`src/rtl/ledmatrix_scroller.sv`:
```
// ledmatrix_scroller: frame source for the 8x8 LED-matrix driver.
// Snapshots a wide column bitmap and slides an 8-column window across it at
// SCROLL_HZ. The window wraps at the end of the bitmap. Each window is
// published as a 64-bit frame.
//
// Ports:
//   in_clk      main clock (MAIN_CLK_HZ)
//   in_rst      asynchronous active-high reset
//   in_enable   1 = scroll on every tick, 0 = paused
//   in_step     one-cycle pulse: single frame step while paused
//   in_dir      0 = scroll left (pos increments), 1 = scroll right (pos decrements)
//   in_home     synchronous pulse: pos returns to 0, any in-progress build is dropped
//   in_bitmap   NUM_COLS columns of 8 rows; column k = in_bitmap[8k+7:8k]
//   out_bits    published frame; byte c = window column c, bit r = row r
//   out_strobe  one-cycle pulse in the first cycle a new out_bits is visible
//   out_busy    high while a frame is being built or published
//   out_pos     bitmap column currently shown in window column 0
module ledmatrix_scroller #(
  parameter int unsigned MAIN_CLK_HZ = 27_000_000,
  parameter int unsigned SCROLL_HZ   = 10,
  parameter int unsigned NUM_COLS    = 32,
  parameter int unsigned PW          = $clog2(NUM_COLS)
) (
  input  logic                  in_clk,
  input  logic                  in_rst,
  input  logic                  in_enable,
  input  logic                  in_step,
  input  logic                  in_dir,
  input  logic                  in_home,
  input  logic [NUM_COLS*8-1:0] in_bitmap,
  output logic [63:0]           out_bits,
  output logic                  out_strobe,
  output logic                  out_busy,
  output logic [PW-1:0]         out_pos
);

  localparam int unsigned Div     = MAIN_CLK_HZ / SCROLL_HZ;
  localparam int unsigned DivW    = $clog2(Div);
  localparam logic [DivW-1:0] DivLast = DivW'(Div - 1);
  localparam logic [PW-1:0]   LastCol = PW'(NUM_COLS - 1);

  typedef enum logic [1:0] {StIdle, StBuild, StPublish} state_e;

  state_e                state_q, state_d;
  logic [DivW-1:0]       div_q;
  logic [NUM_COLS*8-1:0] snap_q, snap_d;
  logic [63:0]           shadow_q, shadow_d;
  logic [63:0]           bits_q, bits_d;
  logic [PW-1:0]         idx_q, idx_d;
  logic [PW-1:0]         pos_q, pos_d;
  logic [2:0]            col_q, col_d;
  logic                  strobe_q, strobe_d;

  logic                  tick;
  logic                  start;
  logic [PW-1:0]         idx_next;
  logic [PW-1:0]         pos_inc;
  logic [PW-1:0]         pos_dec;

  // Tick divider runs independently of enable so the scroll cadence stays fixed.
  assign tick = (div_q == DivLast);

  always_ff @(posedge in_clk or posedge in_rst) begin
    if (in_rst) begin
      div_q <= '0;
    end else if (tick) begin
      div_q <= '0;
    end else begin
      div_q <= div_q + 1'b1;
    end
  end

  assign start = (tick & in_enable) | (in_step & ~in_enable);

  // Modulo arithmetic by compare-and-wrap only; NUM_COLS need not be a power of two.
  assign idx_next = (idx_q == LastCol) ? '0 : idx_q + 1'b1;
  assign pos_inc  = (pos_q == LastCol) ? '0 : pos_q + 1'b1;
  assign pos_dec  = (pos_q == '0) ? LastCol : pos_q - 1'b1;

  always_comb begin
    state_d  = state_q;
    snap_d   = snap_q;
    shadow_d = shadow_q;
    bits_d   = bits_q;
    idx_d    = idx_q;
    pos_d    = pos_q;
    col_d    = col_q;
    strobe_d = 1'b0;

    if (in_home) begin
      // Home wins over everything; a partial shadow is harmless since a new
      // build overwrites all eight bytes.
      pos_d   = '0;
      state_d = StIdle;
    end else begin
      case (state_q)
        StIdle: begin
          if (start) begin
            snap_d  = in_bitmap;
            idx_d   = pos_q;
            col_d   = 3'd0;
            state_d = StBuild;
          end
        end
        StBuild: begin
          shadow_d[{col_q, 3'b000} +: 8] = snap_q[{idx_q, 3'b000} +: 8];
          idx_d = idx_next;
          col_d = col_q + 3'd1;
          if (col_q == 3'd7) begin
            state_d = StPublish;
          end
        end
        StPublish: begin
          bits_d   = shadow_q;
          strobe_d = 1'b1;
          pos_d    = in_dir ? pos_dec : pos_inc;
          state_d  = StIdle;
        end
        default: state_d = StIdle;
      endcase
    end
  end

  always_ff @(posedge in_clk or posedge in_rst) begin
    if (in_rst) begin
      state_q  <= StIdle;
      snap_q   <= '0;
      shadow_q <= '0;
      bits_q   <= '0;
      idx_q    <= '0;
      pos_q    <= '0;
      col_q    <= '0;
      strobe_q <= 1'b0;
    end else begin
      state_q  <= state_d;
      snap_q   <= snap_d;
      shadow_q <= shadow_d;
      bits_q   <= bits_d;
      idx_q    <= idx_d;
      pos_q    <= pos_d;
      col_q    <= col_d;
      strobe_q <= strobe_d;
    end
  end

  assign out_bits   = bits_q;
  assign out_strobe = strobe_q;
  assign out_busy   = (state_q != StIdle);
  assign out_pos    = pos_q;

endmodule

```
`config.mk`:
```
export PLATFORM = sky130hd
export DESIGN_NAME = ledmatrix_scroller
export DESIGN_NICKNAME = d
export VERILOG_FILES = /design/src/rtl/ledmatrix_scroller.sv
export SDC_FILE = /design/constraint.sdc
export NUM_CORES = 1
export LEC_CHECK = 0
export ABC_AREA = 1
export BUFFER_PORTS_ARGS = -buffer_cell sky130_fd_sc_hd__clkbuf_2
export CAP_MARGIN = 25
export CORE_AREA = 5 5 223 225
export CTS_BUF_LIST = sky130_fd_sc_hd__clkbuf_4 sky130_fd_sc_hd__clkbuf_8 sky130_fd_sc_hd__clkbuf_16
export DETAILED_ROUTE_END_ITERATION = 7
export DIE_AREA = 0 0 228 230
export PLACE_DENSITY = 0.61
export SLEW_MARGIN = 20
export SYNTH_ARGS = -nofsm -noshare
export SYNTH_HDL_FRONTEND = slang
export SYNTH_SLANG_ARGS = --single-unit
```
`constraint.sdc`:
```
create_clock -name in_clk -period 14.49 [get_ports in_clk]
set_input_delay 2.1735 -clock in_clk [delete_from_list [all_inputs] [get_ports in_clk]]
set_output_delay 2.1735 -clock in_clk [all_outputs]
set_load 0.02 [all_outputs]
```
# [Word level (Yosys, flattened, before mapping)]
# Index checks and enable logic that the tools add are counted.
[totals] register_bits=422 out_inout_bits=71 wordCells=60
[classes] add_sub_neg=6 eq_ne=9 shift=3 n_mux=18 bitwise_logic=5 n_reduce_logical=10
[op_table] operator="variable part select 256 x 9 -> 8 bit" n=1
[op_table] operator="bitwise mux 64 bit" n=1
[op_table] operator="variable shift 8 x 8 -> 64 bit (first input constant)" n=1
[op_table] operator="variable part select 8 x 8 -> 64 bit" n=1
[op_table] operator="two-way mux 5 bit" n=7
[op_table] operator="adder 22 x 1 -> 22 bit (second input constant)" n=1
[op_table] operator="== test 22 bit (second input constant)" n=1
[op_table] operator="two-way mux 22 bit" n=1
[op_table] operator="adder 5 x 1 -> 5 bit (second input constant)" n=2
[op_table] operator="== test 5 bit (second input constant)" n=2
[op_table] operator="one-hot mux 5 bit (2 select lines)" n=1
[op_table] operator="negation 6 -> 8 bit" n=1
[op_table] operator="two-way mux 2 bit" n=3
[op_table] operator="inequality test 3 bit (second input constant)" n=2
[op_table] operator="one-hot mux 3 bit (2 select lines)" n=1
[op_table] operator="AND reduction 2 bit" n=3
[op_table] operator="AND reduction 3 bit" n=2
[op_table] operator="nonzero test 2 bit" n=3
[op_table] operator="zero test 5 bit" n=1
[op_table] operator="subtractor 5 x 1 -> 5 bit (second input constant)" n=1
[op_table] operator="one-hot mux 2 bit (2 select lines)" n=1
[op_table] operator="adder 3 x 1 -> 3 bit (second input constant)" n=1
[op_table] operator="== test 3 bit (second input constant)" n=1
[op_table] operator="two-way mux 3 bit" n=1
[op_table] operator="8 further kinds" n=11

# [Logic depth before layout (Yosys ltp)]
[logic_depth] word_depth=6 mapped_depth=13 ltp_nobuf=11

# [Least setup slack after synthesis]
# Ideal clock, no wire load.
[synth_path] path_kind="input-to-reg" startpoint="input in_home" endpoint="register snap_q[100]" arrival_ns=3.057 path_slack_ns=11.316 cell_stages=7 cell_sequence="nor2_1 -> nand2_2 -> buf_4 -> buf_6 -> buf_2 -> nand2_1 -> nand2_1"
[synth_via] elab_chain_cells=2
[synth_lines] element="start, declared" line_no="29" text="input logic in_home,"
[synth_lines] element="NOT 1 bit (no source line)"
[synth_lines] element="AND reduction 3 bit (no source line)"
[synth_lines] element="end signal, assigned" line_no="136" text="snap_q <= snap_d;"
[synth_lines] element="end, declared" line_no="46" text="logic [NUM_COLS*8-1:0] snap_q, snap_d;"
# Every way passes these cells.
# A chain may end at the register's enable or synchronous reset.

==> metrics.txt <==
max-slew violations=0; CP Class=primary input to asynchronous set/reset pin; total CTS buffers=45; register bit count reported by yosys=422; dpl ws=9.75 ns; pin count of the biggest net entering global routing=261; RSZ-0062 raised after global routing=false; Ant. Diodes=0; Ys Warns=0; required time of the critical path=15.00 ns; overall power=3180 uW; setup TNS=0 ns; maximum net fanout on the critical path=178; final worst slack=10.39 ns; Routability Congestion=0.937; first drt pass iteration count=6; Seq pwr share=0.450; die area=52,400 um^2; Slew @ Worst Pin=1.14 ns; Initial Utilization=0.414; status=complete, no violations; Util after Layout=0.489; clock network fraction of total power=0.362; H-tree depth=2; syn_nets=2,785; Total Wirelength=59,600 um; clock sinks=422; Max VDD drop=0.0000705 V; clock skew=0.0227 ns; maximum clock insertion buffer count=3; hold path depth=2; CTS root buffer=clkbuf_16; port bufs=332; core area=47,300 um^2; CP startpoint kind=primary input; Layout Nets=3,043; switching share of power=0.303; Reg2Reg Depth=13; Arr. time, crit path=4.61 ns; latest clock arrival within the worst-skew pair=0.59 ns; Max Cap Viol=0; initial drt markers=1,422; Site Rows=80; synthesized cell area=19,600 um^2; I/O pin cnt=333; Via Count=17,100; wire per inst=17.4 um; CTS tree=done; distinct cell type count of the synthesized netlist=32; Clock transition at path regs=0.05 ns; first-pass GRT wire length=93,400 um; Net Switching=966 uW; global router's overall resource usage=0.222; Die X=228 um; DR DRC count=0; Seq/Total Area, Yosys=0.539; Max-slew headroom=0.237; Hold-fix buffers, CTS=0; vias in the first global route=16,700; final worst path period share=0.283; share of cells above drive strength 1=0.167; syn avg cell area=7.81 um^2; Post-Synthesis Cells=2,510; Tmin final=4.10 ns; Int Pwr=2220 uW; synthesis-to-layout area growth=18.1%; die height=230 um; antenna-violating nets left=0; filler cell count in the final layout=4,636; Leak Pwr=0.0125 uW; setup violators final=0; Fmax achieved=244 MHz; initial antenna violation count=4; CTS resizes=0; Combinational Power Share=0.187; setup bufs post-CTS=0; Final Hold Vio Count=0; DR vias/cell=5.01; cell area power density=137 nW/um^2; total grt overflow=0; Setup crit end kind=asynchronous set/reset pin; HPWL reported at the end of detailed placement=41,300 um; Hold Crit Class=flop to flop
## through the flow
step	cells	hold slack, ns	cell area, um^2
after floorplan	2510	0.442	19600
after global placement	3333	0.453	21600
after detailed placement	3333	0.458	21600
after CTS	3416	0.473	23100
after global routing	3419	0.483	23200
final	3419	0.469	23200
## per-layer routing
layer	track usage	up-vias	part of all wire
met5	0	-	0.00092
met4	0.0478	8	0.020
met3	0.0487	79	0.067
met2	0.352	508	0.46
met1	0.316	8131	0.45
li1	-	8408	-
## layout by cell type, fill, tap and decap left out, types with 6 or more instances in the layout
| master | netlist | final |
|---|---|---|
| a21oi_1 | 172 | 172 |
| o21ai_0 | 60 | 60 |
| nor3_2 | 5 | 6 |
| dfrtp_1 | 422 | 420 |
| nand3_1 | 324 | 324 |
| clkbuf_8 | 0 | 15 |
| o211ai_1 | 10 | 10 |
| nand2_1 | 787 | 787 |
| inv_1 | 232 | 231 |
| clkinv_2 | 0 | 9 |
| xor2_1 | 9 | 9 |
| nor3_1 | 11 | 10 |
| inv_2 | 9 | 8 |
| ha_1 | 13 | 13 |
| nand4_1 | 12 | 12 |
| clkbuf_16 | 0 | 45 |
| clkbuf_2 | 0 | 332 |
| clkbuf_4 | 0 | 11 |
| nor2_1 | 270 | 268 |
| buf_4 | 1 | 12 |
## area by class of cell
| class | count | area [um^2] | share of cell area |
|---|---|---|---|
| sequential | 422 | 10600 | 0.456 |
| inverter | 244 | 925 | 0.0399 |
| multi-input combinational | 1706 | 7540 | 0.326 |
| clock inverter | 12 | 88.8 | 0.00384 |
| tap | 615 | 769 | 0.0332 |
| clock buffer | 71 | 1420 | 0.0611 |
| timing repair buffer | 349 | 1850 | 0.0799 |
## state kept, by name, summed over array words and instances, names as in the netlist
register,flops
div_q,22
snap_q,256
col_q,3
state_q,2
out_strobe,1
shadow_q,64
idx_q,5
out_pos,5
out_bits,64
## Yosys cell counts
cell type | number | share of area
inv_2 | 9 | 0.0017
nor3_2 | 5 | 0.0026
o21a_1 | 4 | 0.0015
clkinv_1 | 3 | 0.00057
a21oi_1 | 172 | 0.044
a31oi_1 | 1 | 0.00032
nand3_2 | 1 | 0.00051
o22ai_1 | 5 | 0.0016
o211ai_1 | 10 | 0.0038
o21ai_0 | 60 | 0.015
xnor2_1 | 5 | 0.0022
or2_2 | 2 | 0.00064
nor2_1 | 270 | 0.052
inv_1 | 232 | 0.044
nor2_2 | 1 | 0.00032
nor3_1 | 11 | 0.0028
a21oi_2 | 5 | 0.0022
nand2_1 | 787 | 0.15
nor2_4 | 3 | 0.0017
o31ai_1 | 1 | 0.00038
nand4_1 | 12 | 0.0038
clkbuf_1 | 54 | 0.010
dfrtp_1 | 422 | 0.54
nand2_2 | 3 | 0.00096
nand3_1 | 324 | 0.083
buf_6 | 2 | 0.0011
xor2_1 | 9 | 0.0040
nor4_1 | 2 | 0.00064
buf_1 | 11 | 0.0021
buf_4 | 1 | 0.00038
buf_2 | 70 | 0.018
ha_1 | 13 | 0.0083
## worst max-delay path: stages
cell,delay (ns)
clkbuf_2,0.13
inv_8,0.48
buf_4,0.79
buf_12,0.62
## power groups by stage
| stage | registers, uW | logic, uW | clock network [uW] |
|---|---|---|---|
| floorplan | 1440 | 403 | 0 |
| global placement | 1450 | 583 | 0 |
| detailed placement | 1450 | 596 | 0 |
| CTS | 1430 | 598 | 1180 |
| global route | 1450 | 679 | 1230 |
| finish | 1430 | 597 | 1150 |
## final timing paths
check	from	endpoint	slack, ns
setup / recovery	in_rst	snap_q[112]	10.39
hold / removal	snap_q[116]	snap_q[116]	0.47
setup reg to reg	idx_q[0]	shadow_q[14]	10.85
hold reg to reg	snap_q[116]	snap_q[116]	0.47
max in group in_clk	in_home	snap_q[58]	10.45
min in group asynchronous	in_rst	out_bits[22]	1.73
## cell families after synthesis
| family | after synthesis | share of synthesized area |
|---|---|---|
| xor gates and xnor gates | 14 | 0.00625 |
| AOI/OAI and AO/OA | 258 | 0.0691 |
| DFF | 422 | 0.539 |
| adders and majority gates | 13 | 0.00830 |
| and+or+nand+nor | 1421 | 0.299 |
| buffers and inverters | 382 | 0.0786 |
(Power assumes the default switching activity.)
